==> config.mk <==
export PLATFORM = sky130hd
export DESIGN_NAME = mips_muldiv
export DESIGN_NICKNAME = d
export VERILOG_FILES = /design/src/rtl/mips_muldiv.sv
export SDC_FILE = /design/constraint.sdc
export NUM_CORES = 1
export LEC_CHECK = 0
export ABC_CLOCK_PERIOD_IN_PS = 6210
export BUFFER_PORTS_ARGS = -buffer_cell sky130_fd_sc_hd__buf_2
export CAP_MARGIN = 20
export CORE_AREA = 2 2 182 184
export CTS_CLUSTER_DIAMETER = 100
export DETAILED_ROUTE_END_ITERATION = 12
export DIE_AREA = 0 0 184 186
export PLACE_DENSITY = 0.66
export SYNTH_ARGS = -nofsm -noshare
export SYNTH_HDL_FRONTEND = slang
export SYNTH_SLANG_ARGS = --single-unit
==> constraint.sdc <==
create_clock -name clk -period 6.21 [get_ports clk]
set_input_delay 0.621 -clock clk [delete_from_list [all_inputs] [get_ports clk]]
set_output_delay 0.621 -clock clk [all_outputs]
set_load 0.05 [all_outputs]
==> src/rtl/mips_muldiv.sv <==
// Iterative multiply/divide unit with architectural HI/LO registers.
// Radix-2 shift-add multiply and restoring divide, one bit per cycle over WIDTH cycles.
module mips_muldiv #(
   parameter int WIDTH = 32
) (
   input  logic             clk,
   input  logic             rst,
   input  logic             start,
   input  logic [1:0]       op,
   input  logic [WIDTH-1:0] srca,
   input  logic [WIDTH-1:0] srcb,
   input  logic             cancel,
   input  logic             we_hi,
   input  logic             we_lo,
   input  logic [WIDTH-1:0] wdata,
   output logic             busy,
   output logic             done,
   output logic [WIDTH-1:0] hi,
   output logic [WIDTH-1:0] lo
);

   localparam int CW = $clog2(WIDTH) + 1;
   localparam logic [CW-1:0] LAST = CW'(WIDTH - 1);

   typedef enum logic [1:0] {
      S_IDLE,
      S_PREP,
      S_CALC,
      S_FIX
   } state_t;

   state_t               r_state;
   state_t               w_state_next;

   logic                 r_is_div;
   logic                 r_sa;
   logic                 r_sb;
   logic                 r_bzero;
   logic [WIDTH-1:0]     r_a;
   logic [WIDTH-1:0]     r_b;
   logic [2*WIDTH-1:0]   r_acc;
   logic [CW-1:0]        r_cnt;
   logic [WIDTH-1:0]     r_hi;
   logic [WIDTH-1:0]     r_lo;
   logic                 r_done;

   logic                 w_launch;
   logic                 w_a_neg;
   logic                 w_b_neg;
   logic [WIDTH-1:0]     w_a_mag;
   logic [WIDTH-1:0]     w_b_mag;

   logic [WIDTH:0]       w_mul_sum;
   logic [2*WIDTH-1:0]   w_mul_acc;
   logic [WIDTH:0]       w_rem_sh;
   logic [WIDTH:0]       w_diff;
   logic                 w_ge;
   logic [2*WIDTH-1:0]   w_div_acc;

   logic                 w_neg_res;
   logic [2*WIDTH-1:0]   w_prod;
   logic [WIDTH-1:0]     w_quot;
   logic [WIDTH-1:0]     w_rem;

   assign w_launch = start && !cancel;
   assign w_a_neg  = op[0] && srca[WIDTH-1];
   assign w_b_neg  = op[0] && srcb[WIDTH-1];
   assign w_a_mag  = w_a_neg ? -srca : srca;
   assign w_b_mag  = w_b_neg ? -srcb : srcb;

   // Multiply: add multiplicand into the upper half, then shift the whole accumulator right.
   assign w_mul_sum = {1'b0, r_acc[2*WIDTH-1:WIDTH]} + {1'b0, (r_b[0] ? r_a : '0)};
   assign w_mul_acc = {w_mul_sum, r_acc[WIDTH-1:1]};

   // Divide: upper half is the partial remainder, lower half collects quotient bits.
   assign w_rem_sh  = {r_acc[2*WIDTH-1:WIDTH], r_a[WIDTH-1]};
   assign w_diff    = w_rem_sh - {1'b0, r_b};
   assign w_ge      = ~w_diff[WIDTH];
   assign w_div_acc = {(w_ge ? w_diff[WIDTH-1:0] : w_rem_sh[WIDTH-1:0]),
                       r_acc[WIDTH-2:0], w_ge};

   assign w_neg_res = r_sa ^ r_sb;
   assign w_prod    = w_neg_res ? -r_acc : r_acc;
   assign w_quot    = w_neg_res ? -r_acc[WIDTH-1:0] : r_acc[WIDTH-1:0];
   // With a zero divisor the remainder half ends up holding |srca|, so re-signing restores srca.
   assign w_rem     = r_sa ? -r_acc[2*WIDTH-1:WIDTH] : r_acc[2*WIDTH-1:WIDTH];

   always_ff @(posedge clk) begin
      if (!rst) begin
         r_state <= S_IDLE;
      end else begin
         r_state <= w_state_next;
      end
   end

   always_comb begin
      w_state_next = r_state;
      case (r_state)
         S_IDLE: if (w_launch) w_state_next = S_PREP;
         S_PREP: w_state_next = S_CALC;
         S_CALC: if (r_cnt == LAST) w_state_next = S_FIX;
         S_FIX:  w_state_next = S_IDLE;
         default: w_state_next = S_IDLE;
      endcase
      if (cancel && r_state != S_IDLE) begin
         w_state_next = S_IDLE;
      end
   end

   always_ff @(posedge clk) begin
      if (!rst) begin
         r_is_div <= 1'b0;
         r_sa     <= 1'b0;
         r_sb     <= 1'b0;
         r_bzero  <= 1'b0;
         r_a      <= '0;
         r_b      <= '0;
         r_acc    <= '0;
         r_cnt    <= '0;
         r_hi     <= '0;
         r_lo     <= '0;
         r_done   <= 1'b0;
      end else begin
         r_done <= 1'b0;
         case (r_state)
            S_IDLE: begin
               if (we_hi) r_hi <= wdata;
               if (we_lo) r_lo <= wdata;
               if (w_launch) begin
                  r_is_div <= op[1];
                  r_sa     <= w_a_neg;
                  r_sb     <= w_b_neg;
                  r_bzero  <= (srcb == '0);
                  r_a      <= w_a_mag;
                  r_b      <= w_b_mag;
               end
            end
            S_PREP: begin
               r_acc <= '0;
               r_cnt <= '0;
            end
            S_CALC: begin
               r_cnt <= r_cnt + CW'(1);
               if (r_is_div) begin
                  r_acc <= w_div_acc;
                  r_a   <= r_a << 1;
               end else begin
                  r_acc <= w_mul_acc;
                  r_b   <= r_b >> 1;
               end
            end
            S_FIX: begin
               if (!cancel) begin
                  r_done <= 1'b1;
                  if (r_is_div) begin
                     r_hi <= w_rem;
                     r_lo <= r_bzero ? '1 : w_quot;
                  end else begin
                     r_hi <= w_prod[2*WIDTH-1:WIDTH];
                     r_lo <= w_prod[WIDTH-1:0];
                  end
               end
            end
            default: ;
         endcase
      end
   end

   assign busy = (r_state != S_IDLE);
   assign done = r_done;
   assign hi   = r_hi;
   assign lo   = r_lo;

endmodule

* After elaboration in Yosys (flattened, before gate mapping)
Cells that the tools add are included.
** Cells by class
- Add/sub/neg operators :: 8
- Equal/unequal tests :: 11
- Muxes and demuxes :: 29
- Bitwise gates (word level) :: 3
- Reduce and logical (&&, ||, !) cells :: 19
** Operators with widths (number)
- $mux W32 :: 17
- $pmux W32 S2 :: 4
- $mux W64 :: 2
- $neg A32 Y32 :: 4
- $pmux W64 S2 :: 1
- $neg A64 Y64 :: 1
- $add A32 B32 Y33 :: 1
- $sub A33 B32 Y33 :: 1
- $logic_not A32 Y1 :: 1
- $ne A2 B2 Y1 const B :: 7
- $pmux W6 S2 :: 1
- $reduce_and A3 Y1 :: 4
- $pmux W2 S4 :: 1
- $reduce_bool A2 Y1 :: 4
- $add A6 B1 Y6 const B :: 1
- $eq A6 B5 Y1 const B :: 1
- $reduce_and A2 Y1 :: 3
- $eq A2 B2 Y1 const B :: 2
- $logic_and A1 B1 Y1 :: 4
- $mux W2 :: 2
- $eq A2 B1 Y1 const B :: 1
- $logic_not A2 Y1 :: 1
- $not A1 Y1 :: 2
- $reduce_or A2 Y1 :: 1
- other kinds (3) :: 3
** Word-level totals
- Register bits :: 205
- Output and inout port bits :: 66

* Longest topological paths before layout
Gate-level depths: netlist of the first run.
- Depth in word-level cells :: 6
- Mapped depth :: 14
- Gate-level depth less buffers :: 13

* Least setup slack after synthesis of the first run
Ideal clock, no wire load.
- Kind :: flip-flop to flip-flop
- From :: reg r_b[0]
- To :: reg r_acc[61]
- Arrival :: 3.175 ns
- Path slack :: 2.919 ns
- Cell stages (with the launch flop) :: 15
- Buffers on the path :: 1
- Clock period less this slack :: 3.291 ns
- Path through :: dfxtp_1 > clkbuf_1 > and2_1 > ha_1 > inv_1 > fa_1 > nor2b_1 > o31ai_1 > a2111o_1 > a2111oi_0 > nor2_1 > o31ai_1 > xnor2_1 > nand3_1 > o211a_1
** On the way
- Cells in the longest elaborated chain, start to end :: 4
** RTL lines
- from (decl) :: RTL line 40 : logic [WIDTH-1:0] r_b;
- from (signal assigned) :: RTL line 135 : r_b <= w_b_mag;
- from (signal assigned) :: RTL line 149 : r_b <= r_b >> 1;
- $sub A33 B32 Y33 / $mux W32 (equally long branches) :: RTL line 77, 72
- $mux W32 / $add A32 B32 Y33 (equally long branches) :: RTL line 79, 72
- $mux W64 * :: RTL line 144 : if (r_is_div) begin
- $pmux W64 S2 * :: RTL line 125 : case (r_state)
- to (signal assigned) :: RTL line 145 : r_acc <= w_div_acc;
- to (signal assigned) :: RTL line 148 : r_acc <= w_mul_acc;
- to (decl) :: RTL line 41 : logic [2*WIDTH-1:0] r_acc;
Mark *: on every way between the ends. The rest lies on a longest branch, timed or not.
A chain may end at the register's enable or synchronous reset.

* Worst setup path in the final report of the first run
Same ends and word-level chain as after synthesis.

==> flow_metrics.tcl, run 1 <==
set metrics [dict create \
    finalHoldViolations 0 \
    overflow 0 \
    dp.cells 2661 \
    cts_setup_buffers 0 \
    cp-start-kind "register" \
    numCtsBuffers 25 \
    power_density_nw_per_um2 420 \
    grt.total_usage 0.317 \
    hold_class "input port to register" \
    grt_pass1_vias 15300 \
    grt_pass1_wl_um 85700 \
    tightest_slew_ns 0.955 \
    path_cells "buf_4, and2_1, ha_1, inv_1, fa_1, nor2b_1, o31ai_1, a2111o_1, a2111oi_0, nor2_1, o31ai_1, xnor2_1, nand3_1, o211a_1" \
    tns_ns 0 \
    place_congestion 1.04 \
    routed_wirelength_um 55600 \
    p_leak_nw 7.40 \
    synthTopCellsByArea "dfxtp_1, a21oi_1, nand2_1, ha_1, xnor2_1" \
    synth_edf_count 0 \
    port_buffers 169 \
    yosys_warnings 0 \
    critPathCaptureType "register" \
    async_flop_share 0 \
    htree_levels 1 \
    via_per_inst 6.15 \
    slowest_delay_ns 0.52 \
    synth.cell_area_um2 15900 \
    timing.critical_path.buf_inv 2 \
    synth_top_area_cell "dfxtp_1" \
    detailed_place_hpwl_um 41800 \
    finClkSkew_ns 0.0251 \
    cts_hold_buffers 0 \
    final_net_count 2462 \
    synth_top_area_share 0.257 \
    cts_tree "yes" \
    initial_utilization 0.495 \
    clock-root-buffer "clkbuf_16" \
    whs_endpoint "r_is_div" \
    drive_gt1_frac 0.114 \
    drv_slew 0 \
    r2r_cells 14 \
    ys_ff_latch 205 \
    synth-main-ff-cell "dfxtp_1" \
    crit_start "r_b[0]" \
    cts_resized 0 \
    synthTopCellsByCount "nand2_1, a21oi_1, nor2_1" \
    min-delay-start "op[1]" \
    dr.pass1.iters 6 \
    drt-wirelength-per-cell_um 20.5 \
    dpl_cell_area_um2 17000 \
    dieWidth_um 184 \
    crit_type "register to register" \
    regArea_um2 4110 \
    maxCapViolCount 0 \
    ff2ff_setup_slack_ns 2.28 \
    grt_max_degree 101 \
    slew_headroom 0.362 \
    synth_nets 2392 \
    postRouteAntennaNets 0 \
    finish.instance_area_um2 17900 \
    area_delta_synth_final_pct 12.1 \
    pin_count 170 \
    ys_seq_area_frac 0.257 \
    holdPathStages 3 \
    timing.fmax_mhz 254 \
    final_cells 2711 \
    rsz0062_at_grt "no" \
    antenna_found_initial 1 \
    num_vias 16700 \
    drcViolationCount 0 \
    num_rows 66 \
    multiInputGateArea_um2 11000 \
    r2r-end "r_acc[61]" \
    critical_path_arrival_ns 4.36 \
    worstPathRequired_ns 6.64 \
    max-vdd-ir-drop_v 0.000332 \
    setup_violations 0 \
    synth_cell_types 77 \
    die_h_um 186 \
    placeableCoreArea_um2 32200 \
    nFillCells 3158 \
    path_clk_slew_ns 0.06 \
    die_area_um2 34200 \
    crit_path_top_delay_cell "a2111o_1" \
    clockBufferDepth 3 \
    drtIter0Drc 1562 \
    fin_crit_sh 0.634 \
    cp_max_fo 33 \
    clock_sinks 205 \
    clk-insertion-delay-late_ns 0.55 \
    finalCriticalPeriod_ns 3.93 \
    timing.rr.start "r_b[0]" \
    status "finished, final reports clean" \
    yosysMostFrequentCell "nand2_1" \
    syn_inst 2213 \
    syn_avg_cell_area_um2 7.20 \
    timing.critical_path.mode_cell "o31ai_1" \
    cp_top_family "compound AO/OA/AOI/OAI gates" \
]
-- kinds of logic after synthesis --
| group | synth area share |
|---|---|
| compound gates | 0.274 |
| xor+xnor | 0.0972 |
| fa+ha+maj | 0.0598 |
| buf+inv | 0.0545 |
| flops | 0.257 |
| mux | 0.0359 |
| simple gates | 0.221 |
-- tightest hold or removal path, stage by stage --
cell and delay, ns:
buf_2 0.08, mux2i_1 0.05, nor2_1 0.07
-- routing by layer --
layer / vias up / GRT usage / wire, µm
li1: 8043 / - / -
met1: 7836 / 0.413 / 23700
met5: - / 0 / 0
met4: 0 / 0.152 / 2800
met2: 665 / 0.520 / 25400
met3: 141 / 0.0407 / 3770
-- layout make-up --
cell class              instances  area share
diodes                          1    0.000140
flip-flops and latches        205       0.230
inverters                      75      0.0159
clock inverters                15     0.00910
well taps                     408      0.0286
clock buffers                  31      0.0380
repair buffers                194      0.0616
multi-input cells            1782       0.617
-- through the flow --
stage	util	setup slack (ns)	hold slack, ns	power, mW
2_1_floorplan	-	2.92	0.441	4.83
3_3_place_gp	0.525	2.05	0.440	5.86
3_5_place_dp	0.527	1.91	0.444	5.94
4_1_cts	0.553	1.89	0.322	7.47
5_1_grt	0.555	2.03	0.351	7.97
6_report	0.555	2.28	0.334	7.50
-- how the worst max path moves through the flow --
stage | to | slack [ns] | cells past startpoint
3_5_place_dp | r_acc[49] | 1.91 | 11
6_report | r_acc[61] | 2.28 | 14
2_1_floorplan | r_acc[61] | 2.92 | 14
5_1_grt | r_acc[61] | 2.03 | 14
3_3_place_gp | r_acc[49] | 2.05 | 11
4_1_cts | r_acc[49] | 1.89 | 11
-- registers in the layout (all words and copies together), names as in the netlist --
register	flops
done	1
r_a	32
r_bzero	1
r_b	32
r_sa	1
lo	32
r_state	2
r_acc	64
hi	32
r_is_div	1
r_sb	1
r_cnt	6
-- report_power, final --
group	total [mW]	leakage, nW	switching [mW]	internal [mW]
sequential	1.88	1.67	0.234	1.65
clock	1.52	0.416	0.624	0.901
combinational	4.10	5.31	2.84	1.26
total	7.50	7.40	3.70	3.81
-- cell usage in the layout, fill, tap and decap left out, drive strengths merged, types with 11 or more instances in the layout --
cell / instances
nand2: 299
a21oi: 255
nor2: 215
dfxtp: 205
buf: 194
o21ai: 159
xnor2: 105
inv: 74
ha: 73
xor2: 71
mux2i: 56
nor3: 51
o221ai: 42
and2: 36
a21o: 36
a211oi: 34
or3: 31
clkbuf: 31
nand3: 27
o211ai: 25
o31ai: 25
nand2b: 24
nor4: 21
nand4: 17
a22oi: 17
a31oi: 16
nor2b: 13
o41ai: 11
clkinv: 11
Power figures use the tool's default switching activity.
==> inputs of run 2 (changes only) <==
--- a/config.mk
+++ b/config.mk
@@ -5,14 +5,14 @@
 export SDC_FILE = /design/constraint.sdc
 export NUM_CORES = 1
 export LEC_CHECK = 0
-export ABC_CLOCK_PERIOD_IN_PS = 6210
+export ABC_CLOCK_PERIOD_IN_PS = 3300
 export BUFFER_PORTS_ARGS = -buffer_cell sky130_fd_sc_hd__buf_2
 export CAP_MARGIN = 20
 export CORE_AREA = 2 2 182 184
 export CTS_CLUSTER_DIAMETER = 100
 export DETAILED_ROUTE_END_ITERATION = 12
 export DIE_AREA = 0 0 184 186
-export PLACE_DENSITY = 0.66
+export PLACE_DENSITY = 0.69
 export SYNTH_ARGS = -nofsm -noshare
 export SYNTH_HDL_FRONTEND = slang
 export SYNTH_SLANG_ARGS = --single-unit
==> constraint.sdc (replaced) <==
create_clock -name clk -period 3.3 [get_ports clk]
set_input_delay 0.33 -clock clk [delete_from_list [all_inputs] [get_ports clk]]
set_output_delay 0.33 -clock clk [all_outputs]
set_load 0.05 [all_outputs]
==> run 2 against run 1 <==
  * Combinational power rose by 95%
  * Cell count up 3.3%
  * Total power grew 91%
  * Count of clock-buffer cells in the layout is 8 higher
  * First-iteration DRC count is 3.6% lower
  * Critical endpoint is now r_acc[34]
==> flow_metrics.tcl, run 2 (synthesis results as in run 1) <==
set metrics [dict create \
    drive_gt1_frac 0.150 \
    layout_common_cells "nand2_1, a21oi_1, nor2_1, dfxtp_1, buf_2" \
    dieWidth_um 184 \
    final_net_count 2552 \
    cts_hold_buffers 0 \
    cp_max_fo 8 \
    power_mw 14.4 \
    num_vias 17000 \
    cp_top_family "compound AO/OA/AOI/OAI gates" \
    fin_crit_sh 0.982 \
    final_cells 2800 \
    num_rows 66 \
    dp.cells 2751 \
    status "finished, final reports clean" \
    numCtsBuffers 25 \
    drtIter0Drc 1506 \
    die_area_um2 34200 \
    timing.fmax_mhz 309 \
    fin_ws_ns 0.0608 \
    maxCapViolCount 0 \
    finalCriticalPeriod_ns 3.24 \
    p_leak_nw 7.85 \
    timing.critical_path.buf_inv 2 \
    path_clk_slew_ns 0.06 \
    dr.pass1.iters 6 \
    detailed_place_hpwl_um 43700 \
    hold_class "input port to register" \
    grt_pass1_wl_um 87700 \
    cts_tree "yes" \
    setup_violations 0 \
    clock-root-buffer "clkbuf_16" \
    place_ws_ns 0.0631 \
    path_cells "ha_1, nor3_1, o31ai_1, nand2_1, a211oi_2, a21oi_2, xnor2_4, buf_12, buf_4, nor2_1, a31oi_1, o21ai_0" \
    clockBufferDepth 3 \
    placeableCoreArea_um2 32200 \
    largest-register "r_acc" \
    tns_ns 0 \
    critical_path_arrival_ns 3.65 \
    power_density_nw_per_um2 772 \
    final_common_cell "nand2_1" \
    slowest_delay_ns 0.67 \
    max-vdd-ir-drop_v 0.000541 \
    drv_slew 0 \
    place_congestion 0.977 \
    finish.utilization 0.578 \
    finClkSkew_ns 0.0112 \
    crit_type "register to register" \
    port_buffers 169 \
    crit_path_top_delay_cell "dfxtp_1" \
    antenna_found_initial 2 \
    grt_pass1_vias 15900 \
    clk-insertion-delay-late_ns 0.54 \
    worstPathRequired_ns 3.71 \
    cp-start-kind "register" \
    via_per_inst 6.09 \
    tightest_slew_ns 0.743 \
    area_delta_synth_final_pct 16.7 \
    overflow 0 \
    drt-wirelength-per-cell_um 20.5 \
    drcViolationCount 0 \
    clock_sinks 205 \
    ff2ff_setup_slack_ns 0.06 \
    die_h_um 186 \
    largest_register_ffs 64 \
    htree_levels 1 \
    grt.total_usage 0.326 \
    initial_utilization 0.495 \
    slew_headroom 0.505 \
    critPathCaptureType "register" \
    pin_count 170 \
    nFillCells 3090 \
    routed_wirelength_um 57400 \
    postRouteAntennaNets 0 \
    finalHoldViolations 0 \
    grt_max_degree 147 \
]
[run 2: cell types whose count changed in the layout (fill, tap and decap cells not counted), moves of 2 or more]
cell,change
a211oi_1,-2
a21oi_1,-4
a21oi_2,+4
buf_12,+4
buf_16,-2
buf_4,+89
buf_8,-2
clkbuf_1,+4
clkbuf_8,+4
clkinv_2,-6
clkinvlp_4,-2
o21ai_0,-2
o21ai_1,+2
[run 2: worst paths after layout]
| path | from | end | cells past startpoint |
|---|---|---|---|
| max | r_acc[43] | r_acc[34] | 12 |
| min | op[1] | r_is_div | 3 |
| min reg2reg | lo[11] | lo[11] | 2 |
| max reg2reg | r_acc[43] | r_acc[34] | 12 |
[run 2: final cells by class]
cell class	instances	area, µm²	area share
inverters	75	284	0.0153
well taps	408	510	0.0274
flip-flops and latches	205	4110	0.221
multi-input cells	1782	11100	0.596
clock inverters	5	78.8	0.00424
repair buffers	284	1780	0.0955
clock buffers	39	748	0.0402
diodes	2	5.00	0.000269
[run 2: routing by layer]
layer	global-route usage	routed length [µm]
met5	0	0
met4	0.189	3720
met3	0.0378	3610
met2	0.553	26500
met1	0.400	23600
[run 2: worst reg2reg max path, stage by stage, from the launching register on]
cell      delay [ns]
dfxtp_1         0.67
ha_1            0.32
nor3_1          0.08
o31ai_1         0.46
nand2_1         0.14
a211oi_2        0.26
a21oi_2         0.15
xnor2_4         0.34
buf_12          0.18
buf_4           0.13
nor2_1          0.04
a31oi_1         0.21
o21ai_0         0.14
[run 2: per-stage QoR]
stage / hold WS (ns) / area, µm²
after floorplan: 0.441 / 15900
after global placement: 0.440 / 17700
after detailed placement: 0.445 / 17700
after CTS: 0.0287 / 18500
after global routing: 0.0752 / 18600
final: 0.0346 / 18600
[run 2: what timing repair did]
item / 4_1_cts / 5_1_grt
setup endpoints to repair: 0 / 34
gates resized for setup: 0 / 19
buffers inserted: 0 / 3
[run 2: power breakdown]
group | internal (mW) | total, mW | switching (mW)
sequential | 3.10 | 3.52 | 0.423
clock | 1.70 | 2.83 | 1.13
combinational | 2.57 | 8.00 | 5.44
total | 7.37 | 14.4 | 6.99
